$ cat src/rtl/mips_fetch_unit_if.sv
// Fetch-unit bus bundle: instruction-memory request/response channel,
// redirect input from execute, and the instruction stream towards decode.
// "master" is the fetch unit's view, "slave" is the surrounding environment.
interface mips_fetch_unit_if;
    logic        imem_req_valid;
    logic        imem_req_ready;
    logic [31:0] imem_req_addr;
    logic        imem_resp_valid;
    logic [31:0] imem_resp_data;
    logic        redirect_valid;
    logic [31:0] redirect_pc;
    logic        instr_valid;
    logic        instr_ready;
    logic [31:0] instr;
    logic [31:0] instr_pc;
    logic [31:0] instr_pc_plus4;

    modport master (
        output imem_req_valid,
        output imem_req_addr,
        input  imem_req_ready,
        input  imem_resp_valid,
        input  imem_resp_data,
        input  redirect_valid,
        input  redirect_pc,
        output instr_valid,
        output instr,
        output instr_pc,
        output instr_pc_plus4,
        input  instr_ready
    );

    modport slave (
        input  imem_req_valid,
        input  imem_req_addr,
        output imem_req_ready,
        output imem_resp_valid,
        output imem_resp_data,
        output redirect_valid,
        output redirect_pc,
        input  instr_valid,
        input  instr,
        input  instr_pc,
        input  instr_pc_plus4,
        output instr_ready
    );
endinterface

$ cat src/rtl/mips_fetch_unit.sv
// MIPS instruction fetch unit with a credit-limited prefetch queue.
// Requests are issued while (in-flight + queued) < DEPTH, responses return in
// order and are tagged with the PC of the request they answer, and a redirect
// flushes the queue and arranges for still-outstanding responses to be dropped.
module mips_fetch_unit #(
    parameter logic [31:0] RESET_PC = 32'h0000_0000,  // bits [1:0] must be zero
    parameter int          DEPTH    = 4               // power of two, >= 2
) (
    input  logic              clk,
    input  logic              reset,   // synchronous, active low
    mips_fetch_unit_if.master bus
);

    localparam int PW = $clog2(DEPTH);  // FIFO pointer width
    localparam int CW = PW + 1;         // counter width, holds 0..DEPTH

    // BOOT lasts one cycle after reset and issues nothing; RUN is permanent.
    localparam logic [0:0] ST_BOOT = 1'b0;
    localparam logic [0:0] ST_RUN  = 1'b1;

    // ------------------------------------------------------------------
    // State
    // ------------------------------------------------------------------
    logic [0:0]    state_q,        state_d;
    logic [31:0]   fetch_pc_q,     fetch_pc_d;
    logic [31:0]   next_resp_pc_q, next_resp_pc_d;
    logic [CW-1:0] inflight_q,     inflight_d;
    logic [CW-1:0] discard_q,      discard_d;
    logic [CW-1:0] count_q,        count_d;
    logic [PW-1:0] rd_ptr_q,       rd_ptr_d;
    logic [PW-1:0] wr_ptr_q,       wr_ptr_d;

    logic [31:0]   fifo_pc_q   [DEPTH];
    logic [31:0]   fifo_word_q [DEPTH];

    // ------------------------------------------------------------------
    // Handshake and status terms
    // ------------------------------------------------------------------
    logic          redirect;
    logic [31:0]   redirect_target;
    logic [CW:0]   credit_used;
    logic          req_valid;
    logic          accept;
    logic          resp;
    logic          fifo_empty;
    logic          head_valid;
    logic          consume;
    logic          push_en;
    logic [31:0]   head_pc;
    logic [31:0]   head_word;

    assign redirect        = bus.redirect_valid;
    assign redirect_target = {bus.redirect_pc[31:2], 2'b00};
    assign resp            = bus.imem_resp_valid;

    // Outstanding requests plus queued words must never exceed the queue size,
    // so every in-flight response is guaranteed a slot when it lands.
    assign credit_used = {1'b0, inflight_q} + {1'b0, count_q};
    assign req_valid   = (state_q == ST_RUN) && !redirect
                         && (credit_used < (CW + 1)'(DEPTH));
    assign accept      = req_valid && bus.imem_req_ready;

    assign fifo_empty  = (count_q == '0);
    assign head_valid  = !fifo_empty && !redirect;
    assign consume     = head_valid && bus.instr_ready;

    assign head_pc     = fifo_pc_q[rd_ptr_q];
    assign head_word   = fifo_word_q[rd_ptr_q];

    // ------------------------------------------------------------------
    // Outputs: driven only from registers and the FIFO head. The head is
    // masked to zero while empty so reset leaves instr/instr_pc at 0.
    // ------------------------------------------------------------------
    assign bus.imem_req_valid = req_valid;
    assign bus.imem_req_addr  = fetch_pc_q;
    assign bus.instr_valid    = head_valid;
    assign bus.instr          = fifo_empty ? 32'h0 : head_word;
    assign bus.instr_pc       = fifo_empty ? 32'h0 : head_pc;
    assign bus.instr_pc_plus4 = bus.instr_pc + 32'd4;

    // Next-state logic: redirect outranks issue, push and pop.
    always_comb begin
        // NOTE: every variable gets a default first so no path leaves it
        // unassigned; otherwise synthesis infers a latch to hold the old value.
        state_d        = ST_RUN;
        fetch_pc_d     = fetch_pc_q;
        next_resp_pc_d = next_resp_pc_q;
        inflight_d     = inflight_q + CW'(accept) - CW'(resp);
        discard_d      = discard_q;
        count_d        = count_q;
        rd_ptr_d       = rd_ptr_q;
        wr_ptr_d       = wr_ptr_q;
        push_en        = 1'b0;

        if (redirect) begin
            // No issue happens this cycle (req_valid is low), so inflight_d is
            // exactly the number of old-stream responses still to come back.
            fetch_pc_d     = redirect_target;
            next_resp_pc_d = redirect_target;
            discard_d      = inflight_d;
            count_d        = '0;
            rd_ptr_d       = '0;
            wr_ptr_d       = '0;
        end else begin
            if (accept) begin
                fetch_pc_d = fetch_pc_q + 32'd4;
            end

            if (resp) begin
                if (discard_q != '0) begin
                    discard_d = discard_q - CW'(1);
                end else begin
                    // Only kept responses advance the tracker: dropped ones
                    // belong to the stream that preceded the last redirect.
                    push_en        = 1'b1;
                    next_resp_pc_d = next_resp_pc_q + 32'd4;
                    wr_ptr_d       = wr_ptr_q + PW'(1);
                end
            end

            if (consume) begin
                rd_ptr_d = rd_ptr_q + PW'(1);
            end

            count_d = count_q + CW'(push_en) - CW'(consume);
        end
    end

    // Control state registers with synchronous active-low reset.
    always_ff @(posedge clk) begin
        // NOTE: sequential state uses non-blocking assignments so every flop
        // samples pre-edge values regardless of statement order.
        if (!reset) begin
            state_q        <= ST_BOOT;
            fetch_pc_q     <= RESET_PC;
            next_resp_pc_q <= RESET_PC;
            inflight_q     <= '0;
            discard_q      <= '0;
            count_q        <= '0;
            rd_ptr_q       <= '0;
            wr_ptr_q       <= '0;
        end else begin
            state_q        <= state_d;
            fetch_pc_q     <= fetch_pc_d;
            next_resp_pc_q <= next_resp_pc_d;
            inflight_q     <= inflight_d;
            discard_q      <= discard_d;
            count_q        <= count_d;
            rd_ptr_q       <= rd_ptr_d;
            wr_ptr_q       <= wr_ptr_d;
        end
    end

    // Queue storage: write the tagged response word into the tail slot.
    always_ff @(posedge clk) begin
        // NOTE: the storage array is deliberately not reset; count_q alone
        // decides validity, and leaving it unreset lets it map to plain RAM.
        if (push_en) begin
            fifo_pc_q[wr_ptr_q]   <= next_resp_pc_q;
            fifo_word_q[wr_ptr_q] <= bus.imem_resp_data;
        end
    end

endmodule

$ cat src/flat_wrapper.sv
// flat-port wrapper written by rule: the top's interface ports become plain ports
module mips_fetch_unit_flat 
#(
    parameter logic [31:0] RESET_PC = 32'h0000_0000,                            
    parameter int          DEPTH    = 4                                    
)
  (clk, reset, bus_imem_req_valid, bus_imem_req_addr, bus_imem_req_ready, bus_imem_resp_valid, bus_imem_resp_data, bus_redirect_valid, bus_redirect_pc, bus_instr_valid, bus_instr, bus_instr_pc, bus_instr_pc_plus4, bus_instr_ready);
  mips_fetch_unit_if bus_i ();
  input  logic clk;
  input  logic reset;
  output wire logic [$bits(bus_i.imem_req_valid)-1:0] bus_imem_req_valid;
  output wire logic [$bits(bus_i.imem_req_addr)-1:0] bus_imem_req_addr;
  input wire logic [$bits(bus_i.imem_req_ready)-1:0] bus_imem_req_ready;
  input wire logic [$bits(bus_i.imem_resp_valid)-1:0] bus_imem_resp_valid;
  input wire logic [$bits(bus_i.imem_resp_data)-1:0] bus_imem_resp_data;
  input wire logic [$bits(bus_i.redirect_valid)-1:0] bus_redirect_valid;
  input wire logic [$bits(bus_i.redirect_pc)-1:0] bus_redirect_pc;
  output wire logic [$bits(bus_i.instr_valid)-1:0] bus_instr_valid;
  output wire logic [$bits(bus_i.instr)-1:0] bus_instr;
  output wire logic [$bits(bus_i.instr_pc)-1:0] bus_instr_pc;
  output wire logic [$bits(bus_i.instr_pc_plus4)-1:0] bus_instr_pc_plus4;
  input wire logic [$bits(bus_i.instr_ready)-1:0] bus_instr_ready;
  assign bus_imem_req_valid = bus_i.imem_req_valid;
  assign bus_imem_req_addr = bus_i.imem_req_addr;
  assign bus_i.imem_req_ready = bus_imem_req_ready;
  assign bus_i.imem_resp_valid = bus_imem_resp_valid;
  assign bus_i.imem_resp_data = bus_imem_resp_data;
  assign bus_i.redirect_valid = bus_redirect_valid;
  assign bus_i.redirect_pc = bus_redirect_pc;
  assign bus_instr_valid = bus_i.instr_valid;
  assign bus_instr = bus_i.instr;
  assign bus_instr_pc = bus_i.instr_pc;
  assign bus_instr_pc_plus4 = bus_i.instr_pc_plus4;
  assign bus_i.instr_ready = bus_instr_ready;
  mips_fetch_unit #(.RESET_PC(RESET_PC), .DEPTH(DEPTH)) u_core (.clk(clk), .reset(reset), .bus(bus_i));
endmodule
$ cat config.mk
export PLATFORM = sky130hd
export DESIGN_NAME = mips_fetch_unit_flat
export DESIGN_NICKNAME = d
export VERILOG_FILES = /design/src/rtl/mips_fetch_unit_if.sv /design/src/rtl/mips_fetch_unit.sv /design/src/flat_wrapper.sv
export SDC_FILE = /design/constraint.sdc
export NUM_CORES = 1
export LEC_CHECK = 0
export BUFFER_PORTS_ARGS = -buffer_cell sky130_fd_sc_hd__buf_4
export CAP_MARGIN = 20
export CELL_PAD_IN_SITES_DETAIL_PLACEMENT = 0
export CELL_PAD_IN_SITES_GLOBAL_PLACEMENT = 2
export CORE_UTILIZATION = 39
export CTS_BUF_LIST = sky130_fd_sc_hd__clkbuf_4
export DETAILED_ROUTE_END_ITERATION = 12
export PLACE_DENSITY = 0.88
export SYNTH_ARGS = -nofsm -noshare
export SYNTH_HDL_FRONTEND = slang
export SYNTH_SLANG_ARGS = --single-unit
$ cat constraint.sdc
create_clock -name clk -period 8.5 [get_ports clk]
set_input_delay 0.85 -clock clk [delete_from_list [all_inputs] [get_ports clk]]
set_output_delay 0.85 -clock clk [all_outputs]
set_load 0.02 [all_outputs]
### Word-level counts from Yosys, hierarchy flattened

Memories as Yosys holds them, arrays and structs flattened. A register that Yosys moved wholly into a read port is not among the register bits.
Index checks and enable logic that the tools add are counted.

| cells by class | value |
|---|---|
| add/subtract/negate cells | 11 |
| order comparisons | 1 |
| equality and inequality tests | 1 |
| mux-type cells | 21 |
| bitwise operators | 2 |
| reductions and logical operators | 16 |

Operator list:

| operator | number |
|---|---|
| $mux W32 | 7 |
| $add A32 B3 Y32 const B | 3 |
| $mux W3 | 3 |
| $mux W2 | 4 |
| $mux W1 | 7 |
| $add A3 B1 Y3 | 2 |
| $reduce_and A2 Y1 | 3 |
| $reduce_bool A2 Y1 | 3 |
| $sub A3 B1 Y3 | 2 |
| $logic_and A1 B1 Y1 | 5 |
| $add A2 B1 Y2 const B | 2 |
| $add A3 B3 Y4 | 1 |
| $lt A4 B3 Y1 const B | 1 |
| $logic_not A3 Y1 | 1 |
| $reduce_bool A3 Y1 | 1 |
| $sub A3 B1 Y3 const B | 1 |
| $logic_not A1 Y1 | 2 |
| $ne A2 B2 Y1 const B | 1 |
| $not A1 Y1 | 2 |
| $reduce_or A2 Y1 | 1 |

| word-level totals | value |
|---|---|
| bits in registers | 78 |
| RAM bits | 256 |
| bits of input ports | 70 |
| word-level logic and storage cells | 64 |
| memories kept | 2 |

Memories:

| memory | words | bits a word | rd ports | clocked after memory_dff | wr ports | RTL line | text |
|---|---|---|---|---|---|---|---|
| u_core.fifo_pc_q | 4 | 32 | 1 | 1 | 1 | mips_fetch_unit.sv:33 | `logic [31:0] fifo_pc_q [DEPTH];` |
| u_core.fifo_word_q | 4 | 32 | 1 | 1 | 1 | mips_fetch_unit.sv:34 | `logic [31:0] fifo_word_q [DEPTH];` |

### Depth between registers and ports, before layout

Gate-level depths: netlist of the first run.

| depth | value |
|---|---|
| depth in word-level cells | 7 |
| gate-level depth with buffers | 13 |
| mapped depth without buffers | 12 |

### Worst setup path after synthesis of the first run

Ideal clock, no wire load.

| timing | value |
|---|---|
| path type | reg2out |
| start point | register u_core.count_q[1] |
| end point | output bus_instr_pc_plus4[24] |
| data arrival time | 3.111 ns |
| required time | 7.650 ns |
| slack | 4.539 ns |
| cell stages (with the launch flop) | 14 |
| cells stage by stage | dfxtp_1 > or3_1 > buf_2 > clkbuf_1 > clkbuf_1 > clkbuf_1 > and2_1 > ha_1 > nand3_1 > nand4b_4 > nand4bb_1 > clkbuf_1 > nor4_1 > xor2_1 |

| on the way | value |
|---|---|
| cells in the longest elaborated chain, start to end | 3 |

RTL lines:

| what | RTL line | text |
|---|---|---|
| start: declaration | mips_fetch_unit.sv:29 | `logic [CW-1:0] count_q, count_d;` |
| start signal: assignment | mips_fetch_unit.sv:148 | `count_q <= count_d;` |
| $logic_not A3 Y1 | mips_fetch_unit.sv:63 | `assign fifo_empty = (count_q == '0);` |
| $mux W32 | mips_fetch_unit.sv:78 | `assign bus.instr_pc = fifo_empty ? 32'h0 : head_pc;` |
| net bus_instr_pc[3] | flat_wrapper.sv:20 | `output wire logic [$bits(bus_i.instr_pc)-1:0] bus_instr_pc;` |
| $add A32 B3 Y32 | mips_fetch_unit.sv:79 | `assign bus.instr_pc_plus4 = bus.instr_pc + 32'd4;` |
| end: declaration | flat_wrapper.sv:21 | `output wire logic [$bits(bus_i.instr_pc_plus4)-1:0] bus_instr_pc_plus4;` |

The timed path passes the listed nets, and every way through them passes these cells.

==> summary.md, run 1 <==
| Metric | Value |
|---|---|
| Power share of the clock group | `0.356` |
| Post-Route WL | `between 30 and 40 mm` |
| NetSw | `between 1 and 1.5 mW` |
| Hpwl dp | `approximately 21 mm` |
| Synth Area in Compound Gates | `0.05338` |
| R2R depth | `11` |
| Routability cong. | `~0.79` |
| GRT Resource Usage Total | `0.1789` |
| Yosys warns | `0` |
| Synth async-reset ratio | `0` |
| Fill count | `between 3k and 4k` |
| TritonCTS clock tree | `built` |
| Hold path start | `bus_imem_resp_data[31]` |
| Root Driver | `clkbuf_4` |
| Routed via count | `slightly above 9k` |
| Slew headroom | `0.2816` |
| Share of cells above drive strength 1 | `0.3002` |
| Reg-to-reg slack, setup | `roughly 5.5 ns` |
| Syn Inst Count | `just over 1k` |
| Synth unique cells | `66` |
| Total I/O pin count | `200` |
| Hold Path End | `u_core.fifo_word_q[3][31]$_DFFE_PP_` |
| Post-Syn Area | `~14000 µm²` |
| Synth Area in Adders | `0.01580` |
| CP required | `about 7.7 ns` |
| Maximum vdd drop | `about 92 µV` |
| Setup violations, final | `0` |
| Synth Flop Type | `edfxtp_1` |
| Final nets | `1352` |
| Post-cts sizing count | `0` |
| Status | `complete, no violations` |
| Initial DRC count | `between 400 and 500` |
| Pre-CTS WS | `roughly 4.0 ns` |
| Worst-margin pin slew | `roughly 1.1 ns` |
| Drt pass-1 iters | `5` |
| Clk buf depth | `3` |
| Final setup TNS | `0 ns` |
| Mux contribution to synthesized area | `0.1147` |
| Height of the die | `194.3 µm` |
| Core area | `36520 µm²` |
| Synthesized area per cell | `between 10 and 15 µm²` |
| Pin count of the biggest net entering global routing | `81` |
| Antenna violations before repair | `1` |
| Final setup margin | `roughly 3.5 ns` |
| Die W | `around 190 µm` |
| Top cells by area, synth | `edfxtp_1 52%, dfxtp_1 11%, mux4_2 5.8%` |
| Switching portion of total power | `0.2701` |
| ANT nets after route | `0` |
| Placement Cell Area | `16230 µm²` |
| GRT overflow | `0` |
| Final hold violations | `0` |
| Crit-path cells | `mux4_1 -> nand2_1 -> inv_1 -> ha_1 -> nand3_1 -> nand4b_4 -> nand4bb_1 -> nor3_1 -> xor2_1 -> buf_4` |
| Yosys top cell by area | `edfxtp_1` |
| Clk Latency, worst-skew pair | `between 0.7 and 0.8 ns` |
| Commonest non-fill, non-tap cell in the layout | `edfxtp_1` |
| Top-area cell type share of the netlist area | `0.5166` |
| Number of buffer cells added on primary ports | `~190` |
| Die area | `~38000 µm²` |
| Avg WL per Cell | `between 15 and 20 µm` |
| Cell Rows | `70` |
| Worst Hold Depth | `1` |
| PD cells | `between 200 and 250 nW/µm²` |
| Cell family with most CP delay | `simple AND/OR/NAND/NOR gates` |
| Worst setup EP type | `output pin` |
| CTS sink count | `around 320` |
| Crit Path Max Fanout | `80` |
| Unrepaired setup endpoints after global routing | `no` |
| Internal power | `~2.7 mW` |
| Startpoint Class | `flop` |
| Power share of the sequential group | `0.494` |
| Post-synthesis register bit count | `324` |
| Max Clock Skew | `~0.06 ns` |
| Post-CTS setup buffers | `0` |
| Clk slew on worst S/H paths | `0.07 ns` |
| Simple-Gate Fraction of Synth Area | `0.1222` |
| Post-layout minimum cycle time | `between 5 and 6 ns` |
| Setup CP Type | `reg2out` |
| Crit-path max cell delay | `1.04 ns` |
| Initial Util | `0.3947` |
| Combinational power share | `0.151` |
| Master of the slowest instance on the critical path | `dfxtp_4` |
| H-tree depth | `3` |
| Static Leak | `6.402 nW` |
| Sequential element share of the synthesized area | `0.6221` |
| Global-route wire length before repair | `about 52 mm` |
| Vias in the first global route | `9339` |
| Post-CTS Hold Buffers | `0` |
| RR Startpoint | `u_core.count_q[2]$_SDFF_PP0_` |
| Largest family of logic cells by synthesized area | `simple AND/OR/NAND/NOR gates` |
| Period Utilization, post-route | `0.5941` |
| Finished Cell Area | `between 15000 and 20000 µm²` |
| DRC | `0` |
| CP Buf/Inv Count | `2` |
| Vias per cell | `5.170` |
| Type of the most critical hold path | `in2reg` |
| Max-slew violations | `0` |
| Critical Path AT | `roughly 4.2 ns` |
| P&R area growth vs syn | `20.10%` |
| Post-synth EDFFs | `248` |
| Max-Cap Viols | `0` |
| CTS buffer count | `86` |
| RR Endpoint | `u_core.discard_q[2]$_SDFFE_PN0P_` |
| Most frequent cells in the layout | `248 x edfxtp_1, 201 x buf_4, 117 x clkbuf_4, 92 x nand2_1, 74 x dfxtp_1` |
| Post-synthesis xor/xnor area fraction | `0.04253` |
| Max Fclk | `198.0 MHz` |
## area by class of cell
type	count	area (µm²)	share of cell area
multi-input combinational	623	5054	0.2919
tap	468	585.6	0.03382
sequential	324	8976	0.5184
timing repair buffer	201	1509	0.08715
clock buffer	117	878.3	0.05073
clock inverter	32	200.2	0.01156
antenna	1	2.502	0.0001445
inverter	29	108.9	0.006287
## worst max-delay path by stage
stage / slack, ns / to / cells past startpoint
6_report: 3.45 / bus_instr_pc_plus4[22] / 10
5_1_grt: 3.02 / bus_instr_pc_plus4[22] / 10
4_1_cts: 3.25 / bus_instr_pc_plus4[22] / 8
3_5_place_dp: 4.04 / bus_instr_pc_plus4[22] / 8
3_3_place_gp: 4.02 / bus_instr_pc_plus4[22] / 8
2_1_floorplan: 4.54 / bus_instr_pc_plus4[24] / 13
## routing by layer
layer	vias to the layer above	track usage	part of all wire
met2	344	0.2714	0.44
li1	4404	-	-
met1	4493	0.2502	0.47
met4	0	0.05791	0.014
met5	-	0	0
met3	39	0.04731	0.074
## kinds of logic after synthesis
logic type,Yosys count
XOR/XNOR,70
other,1
multiplexers,74
buffers and inverters,85
AO/OA/AOI/OAI,127
adder cells (fa/ha/maj),17
flip-flops,324
AND/OR/NAND/NOR,329
## cells in the mapped netlist (9+ instances only)
cell type and instances:
o21ai_0 33, clkbuf_1 32, mux4_1 27, xnor2_1 27
xor2_1 43, nor2_1 58, nor3_1 12, and2_1 58
inv_1 27, buf_2 11, nand4_1 19, a31oi_1 13
nand2_1 92, edfxtp_1 248, ha_1 15, and3_1 18
mux4_2 37, dfxtp_1 76, nand3_1 35, a21oi_1 48
a211oi_1 9
## sequential cells by signal (all words and copies together), names as in the netlist, named ones only
| signal | count |
|---|---|
| u_core.inflight_q | 3 |
| u_core.state_q | 1 |
| u_core.wr_ptr_q | 2 |
| u_core.fifo_word_q | 128 |
| u_core.discard_q | 3 |
| u_core.count_q | 3 |
| u_core.next_resp_pc_q | 30 |
| u_core.bus.imem_req_addr | 30 |
| u_core.rd_ptr_q | 2 |
| u_core.fifo_pc_q | 120 |
## power by group through the flow
stage	Combinational (mW)	Clock (mW)	Sequential, mW
floorplan	0.339	0	1.87
global placement	0.562	0	1.87
detailed placement	0.567	0	1.87
CTS	0.569	1.38	1.84
global route	0.609	1.45	1.85
finish	0.562	1.32	1.84
## stage by stage
step	util	hold WS, ns	power [mW]	instances
floorplan	-	0.4692	2.206	1032
global placement	0.4445	0.4785	2.431	1645
detailed placement	0.4445	0.4811	2.441	1645
CTS	0.4740	0.2108	3.784	1794
global route	0.4741	0.2245	3.909	1795
finish	0.4741	0.2999	3.727	1795
No activity file was read; power rests on OpenSTA's default activity.
==> inputs of run 2 (changes only) <==
--- a/config.mk
+++ b/config.mk
@@ -9,10 +9,10 @@
 export CAP_MARGIN = 20
 export CELL_PAD_IN_SITES_DETAIL_PLACEMENT = 0
 export CELL_PAD_IN_SITES_GLOBAL_PLACEMENT = 2
-export CORE_UTILIZATION = 39
+export CORE_UTILIZATION = 38
 export CTS_BUF_LIST = sky130_fd_sc_hd__clkbuf_4
 export DETAILED_ROUTE_END_ITERATION = 12
-export PLACE_DENSITY = 0.88
+export PLACE_DENSITY = 0.89
 export SYNTH_ARGS = -nofsm -noshare
 export SYNTH_HDL_FRONTEND = slang
 export SYNTH_SLANG_ARGS = --single-unit
==> constraint.sdc (replaced) <==
create_clock -name clk -period 4.5 [get_ports clk]
set_input_delay 0.45 -clock clk [delete_from_list [all_inputs] [get_ports clk]]
set_output_delay 0.45 -clock clk [all_outputs]
set_load 0.02 [all_outputs]
==> run 2 against run 1 <==
First-iteration DRC count increased by 2.2%. Sequential share of layout area shrank 1.8 points. Clock power grew 87%. Critical endpoint unchanged.
==> summary.md, run 2 (same netlist as run 1, synthesis figures left out) <==
| Metric | Value |
|---|---|
| Status | `complete, no violations (unchanged)` |
| Finished Cell Area | `17920 µm² (was 17310 µm²)` |
| Hold path start | `bus_redirect_pc[31] (was bus_imem_resp_data[31])` |
| TritonCTS clock tree | `built (unchanged)` |
| Share of cells above drive strength 1 | `0.2949 (was 0.3002)` |
| Final Non-Filler Cells | `1875 (was 1795)` |
| Hpwl dp | `22.55 mm (was 21.49 mm)` |
| Routed via count | `9470 (was 9280)` |
| Startpoint Class | `flop (unchanged)` |
| Regs by FF count | `u_core.fifo_word_q (128), u_core.fifo_pc_q (120) (unchanged)` |
| Vias in the first global route | `9483 (was 9339)` |
| Placement Cell Area | `16360 µm² (was 16230 µm²)` |
| Post-CTS Hold Buffers | `52 (was 0)` |
| Crit-path cells | `mux4_1 -> nand2_1 -> inv_1 -> ha_1 -> nand3_1 -> nand4b_4 -> nand4bb_1 -> nor3_1 -> xor2_1 -> buf_4 (unchanged)` |
| Critical Path AT | `3.62 ns (was 4.20 ns)` |
| Clk slew on worst S/H paths | `0.06 ns (was 0.07 ns)` |
| RR Startpoint | `u_core.count_q[2]$_SDFF_PP0_ (unchanged)` |
| Power share of the clock group | `0.350 (was 0.356)` |
| Power consumption | `7.045 mW (was 3.727 mW)` |
| Setup violations, final | `0 (unchanged)` |
| Type of the most critical hold path | `in2reg (unchanged)` |
| Slew headroom | `0.3791 (was 0.2816)` |
| Routability cong. | `0.7827 (was 0.7856)` |
| Post-layout minimum cycle time | `4.070 ns` |
| Post-Route WL | `33.89 mm (was 33.56 mm)` |
| Final setup TNS | `0 ns (unchanged)` |
| Setup CP Type | `reg2out (unchanged)` |
| Max FFs per register | `128 (unchanged)` |
| H-tree depth | `3 (unchanged)` |
| Max-Cap Viols | `0 (unchanged)` |
| Worst-margin pin slew | `0.9279 ns (was 1.078 ns)` |
| Root Driver | `clkbuf_4 (unchanged)` |
| Number of buffer cells added on primary ports | `191 (unchanged)` |
| Post-CTS setup buffers | `0 (unchanged)` |
| Static Leak | `6.645 nW (was 6.402 nW)` |
| Max Fclk | `about 250 MHz` |
| Final setup margin | `0.4299 ns (was 3.450 ns)` |
| Combinational power share | `0.157 (was 0.151)` |
| Hold Path End | `u_core.bus.imem_req_addr[31]$_SDFFE_PN0P_ (was u_core.fifo_word_q[3][31]$_DFFE_PP_)` |
| R2R depth | `11 (unchanged)` |
| Crit-path max cell delay | `0.58 ns (was 1.04 ns)` |
| Switching portion of total power | `0.2642 (was 0.2701)` |
| GRT Resource Usage Total | `0.1744 (was 0.1789)` |
| Commonest non-fill, non-tap cell in the layout | `edfxtp_1 (unchanged)` |
| Master of the slowest instance on the critical path | `nand4bb_1 (was dfxtp_4)` |
| Die W | `196.8 µm (was 194.3 µm)` |
| Final hold violations | `0 (unchanged)` |
| Max-slew violations | `0 (unchanged)` |
| Cell Rows | `70 (unchanged)` |
| Worst setup EP type | `output pin (unchanged)` |
| Reg-to-reg slack, setup | `1.46 ns (was 5.49 ns)` |
| Die area | `38720 µm² (was 37740 µm²)` |
| Power share of the sequential group | `0.493 (was 0.494)` |
| Total I/O pin count | `200 (unchanged)` |
| Most frequent cells in the layout | `248 x edfxtp_1, 203 x buf_4, 121 x clkbuf_4, 92 x nand2_1, 74 x dfxtp_1 (was 248 x edfxtp_1, 201 x buf_4, 117 x clkbuf_4, 92 x nand2_1, 74 x dfxtp_1)` |
| DRC | `0 (unchanged)` |
| Unrepaired setup endpoints after global routing | `no (unchanged)` |
| Placed cells | `1686 (was 1645)` |
| Pin count of the biggest net entering global routing | `61 (was 81)` |
| Height of the die | `196.8 µm (was 194.3 µm)` |
| P&R area growth vs syn | `24.30% (was 20.10%)` |
| Post-cts sizing count | `0 (unchanged)` |
| Final core utilization | `0.4848 (was 0.4741)` |
| PD cells | `393.1 nW/µm² (was 215.2 nW/µm²)` |
| Max Clock Skew | `0.06421 ns (was 0.05829 ns)` |
| GRT overflow | `0 (unchanged)` |
| Core area | `36960 µm² (was 36520 µm²)` |
| Drt pass-1 iters | `5 (unchanged)` |
| Antenna violations before repair | `1 (unchanged)` |
| NetSw | `1.861 mW (was 1.006 mW)` |
| Internal power | `5.184 mW (was 2.720 mW)` |
| Largest register by flop count | `u_core.fifo_word_q (unchanged)` |
| Crit Path Max Fanout | `7 (was 80)` |
| Final nets | `1408 (was 1352)` |
| Avg WL per Cell | `18.08 µm (was 18.70 µm)` |
| Final hold slack | `0.08613 ns (was 0.2999 ns)` |
| RR Endpoint | `u_core.discard_q[2]$_SDFFE_PN0P_ (unchanged)` |
| Initial DRC count | `471 (was 461)` |
| Vias per cell | `5.051 (was 5.170)` |
| Pre-CTS WS | `1.084 ns (was 4.039 ns)` |
| Period Utilization, post-route | `0.9045` |
| Clk Latency, worst-skew pair | `0.74 ns (was 0.75 ns)` |
| CTS sink count | `324 (unchanged)` |
| Maximum vdd drop | `149.2 µV (was 92.00 µV)` |
| Initial Util | `0.3900 (was 0.3947)` |
| CTS buffer count | `85 (was 86)` |
| ANT nets after route | `0 (unchanged)` |
| Clk buf depth | `3 (unchanged)` |
| Global-route wire length before repair | `52.02 mm (was 52.12 mm)` |
| Worst Hold Depth | `3 (was 1)` |
| CP required | `4.05 ns (was 7.65 ns)` |
[run 2: cell types whose count changed in the layout (fill, tap and decap cells not counted), sizes merged]
cell / delta
clkinvlp: -2
clkinv: -15
buf: +5
dlygate4sd3: +52
clkbuf: +4
[run 2: critical path: cells and delay by family (launching register included)]
kind	cells	cell delay, ns
buf+inv	2	0.29
fa+ha+maj	1	0.19
mux	1	0.37
flops	1	0.37
xor+xnor	1	0.24
simple gates	5	1.48
[run 2: power by group through the flow]
| stage | clock (mW) | sequential (mW) | combinational, mW |
|---|---|---|---|
| after floorplan | 0 | 3.53 | 0.640 |
| after CTS | 2.56 | 3.47 | 1.12 |
| after detailed placement | 0 | 3.54 | 1.08 |
| after global placement | 0 | 3.53 | 1.07 |
| final | 2.47 | 3.47 | 1.10 |
| after global routing | 2.69 | 3.49 | 1.20 |
[run 2: worst max path at each step]
stage,slack [ns],cells past startpoint,start,end
global route,0.14,8,flop,bus_instr_pc_plus4[22]
floorplan,0.94,13,u_core.count_q[1]$_SDFF_PP0_,bus_instr_pc_plus4[24]
CTS,0.32,10,flop,bus_instr_pc_plus4[22]
finish,0.43,10,flop,bus_instr_pc_plus4[22]
detailed placement,1.08,10,flop,bus_instr_pc_plus4[22]
global placement,1.04,10,flop,bus_instr_pc_plus4[22]
[run 2: routing by layer]
layer	GRT usage	wire length, µm
met3	0.04209	2330
met1	0.2463	15640
met4	0.04709	295
met5	0	0
met2	0.2684	15620
[run 2: layout make-up]
type,count,area [µm²]
Antenna cell,1,2.502
Clock buffer,121,908.4
Fill cell,3294,19040
Inverter,29,108.9
Clock inverter,15,130.1
Timing Repair Buffer,258,2105
Multi-Input combinational cell,623,5059
Tap cell,504,630.6
Sequential cell,324,8976
==> inputs of run 3 (changes only) <==
--- a/config.mk
+++ b/config.mk
@@ -9,10 +9,11 @@
 export CAP_MARGIN = 20
 export CELL_PAD_IN_SITES_DETAIL_PLACEMENT = 0
 export CELL_PAD_IN_SITES_GLOBAL_PLACEMENT = 2
-export CORE_UTILIZATION = 38
+export CORE_UTILIZATION = 39
 export CTS_BUF_LIST = sky130_fd_sc_hd__clkbuf_4
 export DETAILED_ROUTE_END_ITERATION = 12
-export PLACE_DENSITY = 0.89
+export PLACE_DENSITY = 0.88
+export SKIP_CTS_REPAIR_TIMING = 1
 export SYNTH_ARGS = -nofsm -noshare
 export SYNTH_HDL_FRONTEND = slang
 export SYNTH_SLANG_ARGS = --single-unit
==> constraint.sdc (replaced) <==
create_clock -name clk -period 5.2 [get_ports clk]
set_input_delay 0.52 -clock clk [delete_from_list [all_inputs] [get_ports clk]]
set_output_delay 0.52 -clock clk [all_outputs]
set_load 0.02 [all_outputs]
==> run 3 against run 2 <==
Cell area shrank 1.7%. Clock power shrank 15%. Clock-buffer cell count shrank 4. Utilization shrank 0.26 points. Sequential share of layout area grew 0.87 points. Sequential power shrank 13%. Combinational power shrank 15%. Final cell count shrank 2.7%. Register-to-register slack gained 0.70 ns. Non-clock buffer count shrank 20.
==> summary.md, run 3 (same netlist as run 1, synthesis figures left out) <==
| Metric | Value |
|---|---|
| Initial DRC count | `451 (was 471)` |
| Hpwl dp | `22.49 mm (was 22.55 mm)` |
| ANT nets after route | `0 (unchanged)` |
| Internal power | `4.405 mW (was 5.184 mW)` |
| Power consumption | `6.036 mW (was 7.045 mW)` |
| Vias in the first global route | `9346 (was 9483)` |
| Regs by FF count | `u_core.fifo_word_q (128), u_core.fifo_pc_q (120) (unchanged)` |
| Switching portion of total power | `0.2702 (was 0.2642)` |
| Power share of the clock group | `0.346 (was 0.350)` |
| DRC | `0 (unchanged)` |
| Worst setup EP type | `output pin (unchanged)` |
| Vias per cell | `5.191 (was 5.051)` |
| Routed via count | `9468 (was 9470)` |
| Crit Path Max Fanout | `80 (was 7)` |
| Max-slew violations | `0 (unchanged)` |
| Type of the most critical hold path | `in2reg (unchanged)` |
| Number of buffer cells added on primary ports | `191 (unchanged)` |
| Height of the die | `194.3 µm (was 196.8 µm)` |
| Commonest non-fill, non-tap cell in the layout | `edfxtp_1 (unchanged)` |
| CTS buffer count | `84 (was 85)` |
| Post-layout minimum cycle time | `between 4 and 5 ns` |
| Static Leak | `6.540 nW (was 6.645 nW)` |
| H-tree depth | `3 (unchanged)` |
| Clk Latency, worst-skew pair | `0.74 ns (about the same)` |
| Avg WL per Cell | `18.44 µm (was 18.08 µm)` |
| Maximum vdd drop | `131.7 µV (was 149.2 µV)` |
| Max-Cap Viols | `0 (unchanged)` |
| Power share of the sequential group | `0.498 (was 0.493)` |
| Post-Route WL | `33.63 mm (was 33.89 mm)` |
| Final hold violations | `0 (unchanged)` |
| Final nets | `1387 (was 1408)` |
| P&R area growth vs syn | `22.17% (was 24.30%)` |
| Final core utilization | `0.4823 (was 0.4848)` |
| GRT overflow | `0 (unchanged)` |
| GRT Resource Usage Total | `0.1787 (was 0.1744)` |
| Die area | `37740 µm² (was 38720 µm²)` |
| Cell Rows | `70 (unchanged)` |
| Status | `complete, no violations (unchanged)` |
| Final setup TNS | `0 ns (unchanged)` |
| Routability cong. | `0.7876 (was 0.7827)` |
| PD cells | `342.7 nW/µm² (was 393.1 nW/µm²)` |
| Initial Util | `0.3947 (was 0.3900)` |
| Clk slew on worst S/H paths | `0.06 ns (about the same)` |
| Clk buf depth | `3 (unchanged)` |
| Max Fclk | `around 220 MHz` |
| Reg-to-reg slack, setup | `2.16 ns (was 1.46 ns)` |
| Worst-margin pin slew | `1.053 ns (was 0.9279 ns)` |
| Startpoint Class | `flop (unchanged)` |
| Setup violations, final | `0 (unchanged)` |
| Unrepaired setup endpoints after global routing | `no (unchanged)` |
| Most frequent cells in the layout | `248 x edfxtp_1, 206 x buf_4, 117 x clkbuf_4, 92 x nand2_1, 74 x dfxtp_1 (was 248 x edfxtp_1, 203 x buf_4, 121 x clkbuf_4, 92 x nand2_1, 74 x dfxtp_1)` |
| Total I/O pin count | `200 (unchanged)` |
| Largest register by flop count | `u_core.fifo_word_q (unchanged)` |
| Root Driver | `clkbuf_4 (unchanged)` |
| Setup CP Type | `reg2out (unchanged)` |
| Met3 global-route usage | `0.04383 (was 0.04209)` |
| CTS sink count | `324 (unchanged)` |
| Placed cells | `1650 (was 1686)` |
| Drt pass-1 iters | `5 (unchanged)` |
| Combinational power share | `0.155 (was 0.157)` |
| Hold path start | `bus_redirect_pc[28] (was bus_redirect_pc[31])` |
| Critical Path AT | `4.04 ns (was 3.62 ns)` |
| Period Utilization, post-route | `0.8762` |
| Pre-CTS WS | `1.193 ns (was 1.084 ns)` |
| Busiest grt layer | `met2 (unchanged)` |
| RR Startpoint | `u_core.count_q[2]$_SDFF_PP0_ (unchanged)` |
| Max Clock Skew | `0.06247 ns (was 0.06421 ns)` |
| Core area | `36520 µm² (was 36960 µm²)` |
| Final setup margin | `0.6436 ns (was 0.4299 ns)` |
| Grt met2 use | `0.2646 (was 0.2684)` |
| Pin count of the biggest net entering global routing | `81 (was 61)` |
| CP required | `4.68 ns (was 4.05 ns)` |
| NetSw | `1.631 mW (was 1.861 mW)` |
| Slew headroom | `0.2981 (was 0.3791)` |
| Global-route wire length before repair | `52.46 mm (was 52.02 mm)` |
| Die W | `194.3 µm (was 196.8 µm)` |
| TritonCTS clock tree | `built (unchanged)` |
| Final Non-Filler Cells | `1824 (was 1875)` |
| Share of cells above drive strength 1 | `0.2959 (was 0.2949)` |
| Antenna violations before repair | `1 (unchanged)` |
| Max FFs per register | `128 (unchanged)` |
| GR met1 Demand/Resource | `0.2593 (was 0.2463)` |
## run 3: cell types whose count changed in the layout (fill, tap and decap cells not counted), sizes merged
cell / before / now
dlygate4sd3: 52 / 32
clkinv: 10 / 17
bufinv: 2 / 1
clkbuf: 121 / 117
clkinvlp: 1 / 2
inv: 31 / 33
## run 3: area by class of cell
class                      count  area, µm²
clock inverter                24      141.4
timing repair buffer         238       1867
clock buffer                 117      878.3
antenna                        1      2.502
fill                        3240      18910
sequential                   324       8976
multi-input combinational    623       5054
tap                          468      585.6
inverter                      29      108.9
## run 3: metrics by stage
stage               instance area [µm²]  hold WS [ns]
finish                            17610       0.08733
global route                      17610       0.04185
CTS                               17290      -0.08449
detailed placement                16270        0.4834
global placement                  16270        0.4771
floorplan                         14440        0.4692
## run 3: critical path: stages, from the launching register on
cell and delay (ns):
dfxtp_4 1.00, mux4_1 0.35, nand2_1 0.12, inv_1 0.11
ha_1 0.18, nand3_1 0.11, nand4b_4 0.23, nand4bb_1 0.50
nor4_1 0.39, xor2_1 0.17, buf_4 0.17
## run 3: worst paths after layout
check	endpoint	cells after the start
worst max-delay path	bus_instr_pc_plus4[24]	10
worst min-delay path	u_core.bus.imem_req_addr[28]$_SDFFE_PN0P_	3
worst max register to register	u_core.discard_q[2]$_SDFFE_PN0P_	11
worst min register to register	u_core.bus.imem_req_addr[19]$_SDFFE_PN0P_	2
## run 3: power by group through the flow
stage	clock network, mW	logic (mW)	registers [mW]
floorplan	0	0.553	3.05
global route	2.29	1.02	3.02
CTS	2.16	0.930	3.01
global placement	0	0.918	3.05
finish	2.09	0.939	3.01
detailed placement	0	0.927	3.06
## run 3: layer usage
metal  vias up  share of wire
li1       4478              -
met3        42          0.076
met1      4575           0.47
met4         0          0.014
met2       373           0.44
met5         -              0
